$ cat src/rtl/seg_pkg.sv
// Shared constants and the hex-to-segment table for the seven-segment scan controller.
// Segment vectors are ordered {a,b,c,d,e,f,g} and are active-low.
package seg_pkg;

  localparam logic [6:0] SEG_BLANK = 7'b1111111;
  localparam logic [7:0] AN_OFF    = 8'hFF;

  localparam int SEG_A = 6;
  localparam int SEG_B = 5;
  localparam int SEG_C = 4;
  localparam int SEG_D = 3;
  localparam int SEG_E = 2;
  localparam int SEG_F = 1;
  localparam int SEG_G = 0;

  function automatic logic [6:0] hex_to_seg(input logic [3:0] h);
    logic [6:0] s;
    case (h)
      4'h0: s = 7'b0000001;
      4'h1: s = 7'b1001111;
      4'h2: s = 7'b0010010;
      4'h3: s = 7'b0000110;
      4'h4: s = 7'b1001100;
      4'h5: s = 7'b0100100;
      4'h6: s = 7'b0100000;
      4'h7: s = 7'b0001111;
      4'h8: s = 7'b0000000;
      4'h9: s = 7'b0000100;
      4'hA: s = 7'b0001000;
      4'hB: s = 7'b1100000;
      4'hC: s = 7'b0110001;
      4'hD: s = 7'b1000010;
      4'hE: s = 7'b0110000;
      default: s = 7'b0111000;
    endcase
    return s;
  endfunction

endpackage

$ cat src/rtl/display.sv
// Existing 4-bit hex to seven-segment decoder (active-low segments).
module display
  import seg_pkg::*;
(
  input  logic [3:0] b,
  output logic [6:0] seven
);

  always_comb seven = hex_to_seg(b);

endmodule

$ cat src/rtl/seg_scan_ctrl.sv
// Time-multiplexed seven-segment scan controller with frame-aligned value updates,
// leading-zero suppression and an anti-ghosting guard at the start of each digit slot.
module seg_scan_ctrl
  import seg_pkg::*;
#(
  parameter int DIGITS      = 4,
  parameter int REFRESH_DIV = 100000,
  parameter int GUARD       = 2
) (
  input  logic                  clk,
  input  logic                  rst_n,
  input  logic [4*DIGITS-1:0]   upd_data,
  input  logic                  upd_valid,
  output logic                  upd_ready,
  input  logic                  lz_en,
  input  logic [DIGITS-1:0]     dp_mask,
  output logic [DIGITS-1:0]     an,
  output logic [6:0]            seg,
  output logic                  dp,
  output logic                  frame_done
);

  localparam int DW = $clog2(REFRESH_DIV);
  localparam int IW = $clog2(DIGITS);
  localparam logic [DW-1:0]     DIV_LAST   = DW'(REFRESH_DIV - 1);
  localparam logic [DW-1:0]     GUARD_CNT  = DW'(GUARD);
  localparam logic [IW-1:0]     IDX_LAST   = IW'(DIGITS - 1);
  localparam logic [DIGITS-1:0] AN_ALL_OFF = AN_OFF[DIGITS-1:0];

  logic [DW-1:0]       div_cnt;
  logic [IW-1:0]       idx;
  logic [4*DIGITS-1:0] active;
  logic [4*DIGITS-1:0] shadow;
  logic                pending;

  logic                slot_end;
  logic                wrap;
  logic                accept;
  logic                blank;
  logic [3:0]          nib;
  logic [6:0]          dec_seg;
  logic [DIGITS-1:0]   an_nxt;
  logic [6:0]          seg_nxt;

  assign slot_end  = (div_cnt == DIV_LAST);
  assign wrap      = slot_end && (idx == IDX_LAST);
  assign upd_ready = !pending;
  assign accept    = upd_valid && !pending;

  assign nib = active[4*idx +: 4];

  // A digit is blank when it and every more-significant nibble are zero.
  assign blank = lz_en && (idx != '0) && ((active >> {idx, 2'b00}) == '0);

  display u_display (
    .b     (nib),
    .seven (dec_seg)
  );

  always_comb begin
    an_nxt = AN_ALL_OFF;
    if (div_cnt >= GUARD_CNT) an_nxt[idx] = 1'b0;
    seg_nxt = blank ? SEG_BLANK : dec_seg;
  end

  always_ff @(posedge clk or negedge rst_n) begin
    if (!rst_n) begin
      div_cnt <= '0;
      idx     <= '0;
    end else if (slot_end) begin
      div_cnt <= '0;
      idx     <= (idx == IDX_LAST) ? '0 : idx + 1'b1;
    end else begin
      div_cnt <= div_cnt + 1'b1;
    end
  end

  // Commit only at frame wrap; a transfer accepted at wrap waits a whole frame.
  always_ff @(posedge clk or negedge rst_n) begin
    if (!rst_n) begin
      active  <= '0;
      shadow  <= '0;
      pending <= 1'b0;
    end else if (wrap && pending) begin
      active  <= shadow;
      pending <= 1'b0;
    end else if (accept) begin
      shadow  <= upd_data;
      pending <= 1'b1;
    end
  end

  always_ff @(posedge clk or negedge rst_n) begin
    if (!rst_n) begin
      an         <= AN_ALL_OFF;
      seg        <= SEG_BLANK;
      dp         <= 1'b1;
      frame_done <= 1'b0;
    end else begin
      an         <= an_nxt;
      seg        <= seg_nxt;
      dp         <= !dp_mask[idx];
      frame_done <= wrap;
    end
  end

endmodule
$ cat config.mk
export PLATFORM = sky130hd
export DESIGN_NAME = seg_scan_ctrl
export DESIGN_NICKNAME = d
export VERILOG_FILES = /design/src/rtl/seg_pkg.sv /design/src/rtl/display.sv /design/src/rtl/seg_scan_ctrl.sv
export SDC_FILE = /design/constraint.sdc
export NUM_CORES = 1
export LEC_CHECK = 0
export CAP_MARGIN = 5
export CORE_MARGIN = 3
export CORE_UTILIZATION = 50
export DETAILED_ROUTE_END_ITERATION = 16
export PLACE_DENSITY_LB_ADDON = 0.1
export SYNTH_ARGS = -nofsm -noshare
export SYNTH_HDL_FRONTEND = slang
export SYNTH_SLANG_ARGS = --single-unit
export TNS_END_PERCENT = 5
$ cat constraint.sdc
create_clock -name clk -period 2.1 [get_ports clk]
set_input_delay 0.315 -clock clk [delete_from_list [all_inputs] [get_ports clk]]
set_output_delay 0.315 -clock clk [all_outputs]
set_load 0.01 [all_outputs]
==> results.ini <==
[outcome]
status=finished, final reports clean

[pwr]
ir_drop_uv=609.6
p_clk_share_pct=42.4
p_comb_share_pct=4.4
pwr-share-seq_pct=53.1
power_switching_share_pct=21.28
power.switching_uw=524.0
p_per_area_nw_per_um2=629.4
p_int_uw=1938
p_leak_uw=0.001694

[final_layout]
diodes=0
regArea_sq_um=1642
fin_nets=334
design_area_sq_um=3911
multi_input_area_sq_um=1451
final_cells=378
final_common_cell=dfrtp_1
drive_gt1_share_pct=30.36
fill_cells=469
layout_common_cells=dfrtp_1 (53), clkdlybuf4s50_1 (36), mux2_2 (28)
area_growth_syn_to_layout_pct=24.20

[clock_tree]
cts_tree=yes
cts_made_buffers=9
post_cts_buffers=0
clk_path_buf_depth=2
clk_transition_reported_paths_ps=70
h-tree-depth=3
root_buffer=clkbuf_8
clock_latency_ps=330
cts.sink_count=65

[floorplan]
rows=28
die_x_um=85.37
dieArea_sq_um=7287
start_util_pct=52.26
pin_count=38
core_sq_um=6026
die_y_um=85.37

[global_routing]
first_global_vias=2077
antenna_found_initial=0
grt_pass1_wl_um=10290
track_usage_pct=18.05
grt_overflow=0
grt_max_degree=66

[detailed_routing]
via_per_inst=5.368
wire_per_inst_um=15.58
firstDrtPassIters=4
antenna_left=0
drt_iter0_markers=137
vias=2029
routed_wl_um=5891
post-route-drc-count=0

[min_path]
min_path_type=register to register
hold_path_startpoint=div_cnt[12]
holdPathStages=1
min_to=div_cnt[12]

[yosys]
avgSynthCellArea_sq_um=12.96
synth_top_area_share_pct=42.11
synth-seq-cells=65
synth_area_sq_um=3149
synth_area_leaders=dfrtp_1 (42%), dfstp_2 (10%), mux2_2 (10%)
seq_area_frac_synth_pct=52.13
yosys.area.top_type=dfrtp_1
syn_nets=279
synth.distinct_cells=39
yosysWarnings=0
syn_inst=243

[worst_setup_path]
rr_startpoint=idx[0]
crit_chain=mux4_2, inv_1, ha_2, nor2_1, a22o_1, o31ai_1
crit_path_top_delay_cell=mux4_2
path_buf_inv=1
reg2reg_slack_ps=120
cp.arrival_ps=2210
worst-r2r-cell-count=6
crit_family=multiplexers
worstSetupEndpointType=register
r2r_end=seg[6]
startpoint=idx[0]
slowest_delay_ps=530
worst-path-max-fanout=6
cp.required_ps=2330
crit_type=register to register
start_kind=register

[placed_design]
dp_hpwl_um=4181
place_area_sq_um=3689
io_buffers=37
post-place-cells=361
routabilityCongestion=0.8537

[timing]
worstMarginPinSlew_ps=374.2
slew_headroom_pct=74.74
setup_violations=0
fin_crit_ps=1977
final.setup.tns_ps=0
clock_skew_ps=7.937
rsz0062_at_grt=true
finalCritPeriodShare_pct=94.14
maxSlewViolCount=0
max_freq_mhz=505.8
hold_violations=0

[job]
cap_viol_max_count=0

-- what timing repair did --
action,CTS,global route
gates resized for setup,0,5
hold endpoints to repair,16,0
hold buffers,1,0
endpoints found under the setup margin,0,11
-- logic make-up (layout without fill, tap and decap cells) --
kind of cell	count (synthesis)	in the layout	synth area share (%)
AND/OR/NAND/NOR	68	68	12.55
flip-flops	65	65	52.13
multiplexers	49	49	19.71
AO/OA/AOI/OAI	19	19	4.370
XOR/XNOR	15	15	4.172
buffers and inverters	15	75	2.304
adder cells (fa/ha/maj)	12	12	4.767
-- how the worst max path moves through the flow --
| stage | to | slack (ps) | depth (start not counted) |
|---|---|---|---|
| 3_3_place_gp | seg[4] | 170 | 6 |
| 4_1_cts | seg[5] | 40 | 7 |
| 5_1_grt | seg[6] | -20 | 6 |
| 3_5_place_dp | seg[5] | 70 | 7 |
| 2_1_floorplan | active[10] | 30 | 7 |
| 6_report | seg[6] | 120 | 6 |
-- per-stage QoR --
| step | total power, uW | utilization (%) | hold slack (ps) | setup WS [ps] |
|---|---|---|---|---|
| floorplan | 1360 | - | 19.41 | 31.37 |
| global placement | 1439 | 61.21 | 356.6 | 171.1 |
| detailed placement | 1443 | 61.21 | 356.6 | 70.91 |
| CTS | 2490 | 64.64 | 500.9 | 42.34 |
| global route | 2566 | 64.91 | 513.2 | -17.31 |
| finish | 2462 | 64.91 | 502.7 | 123.1 |
-- area by class of cell --
| type | count | share of cell area [%] |
|---|---|---|
| well taps | 75 | 2.399 |
| clock inverters | 5 | 1.408 |
| inverters | 8 | 0.7678 |
| repair buffers | 51 | 12.73 |
| multi-input cells | 163 | 37.11 |
| flip-flops and latches | 65 | 41.97 |
| clock buffers | 11 | 3.615 |
-- registers in the layout, summed over array words and instances, names as in the netlist --
name / flops
div_cnt: 17
active: 16
shadow: 16
seg: 7
an: 4
idx: 2
dp: 1
frame_done: 1
pending: 1
-- power groups by stage --
stage          Combinational [uW]  Sequential [uW]  Clock, uW
3_5_place_dp                  111             1330          0
6_report                      109             1310       1040
5_1_grt                       122             1310       1130
4_1_cts                       113             1310       1070
3_3_place_gp                  108             1330          0
2_1_floorplan                34.1             1330          0
-- metal layers --
| layer | up-vias | routed length [um] | GRT usage (%) |
|---|---|---|---|
| met1 | 993 | 2953 | 25.97 |
| met3 | 7 | 230 | 3.592 |
| met4 | 0 | 76 | 6.906 |
| met5 | - | 0 | 0 |
| met2 | 41 | 2631 | 27.05 |
| li1 | 988 | - | - |
-- Yosys cell counts --
library cell and instances:
o31ai_1 2, ha_1 12, a211o_1 2, nand3_1 6
buf_2 4, and3_1 2, a22o_1 1, a21oi_1 3
nor3_2 1, nor3b_1 2, o221ai_1 2, mux2_2 28
nor4b_1 1, nor4_4 2, o21ai_0 3, nand2_2 2
o21a_1 2, or4_1 2, nor2_1 14, xnor2_1 7
dfrtp_1 53, clkbuf_1 2, xor2_1 8, nor3_1 5
mux4_2 4, nor4_1 4, mux2_4 9, a211oi_1 1
nand2_1 12, buf_8 1, dfstp_2 12, nand4_1 6
or3_1 1, and4_1 3, inv_1 8, nor2b_1 2
and2_1 3, mux2i_1 8, o311ai_0 3
Power figures use the tool's default switching activity.
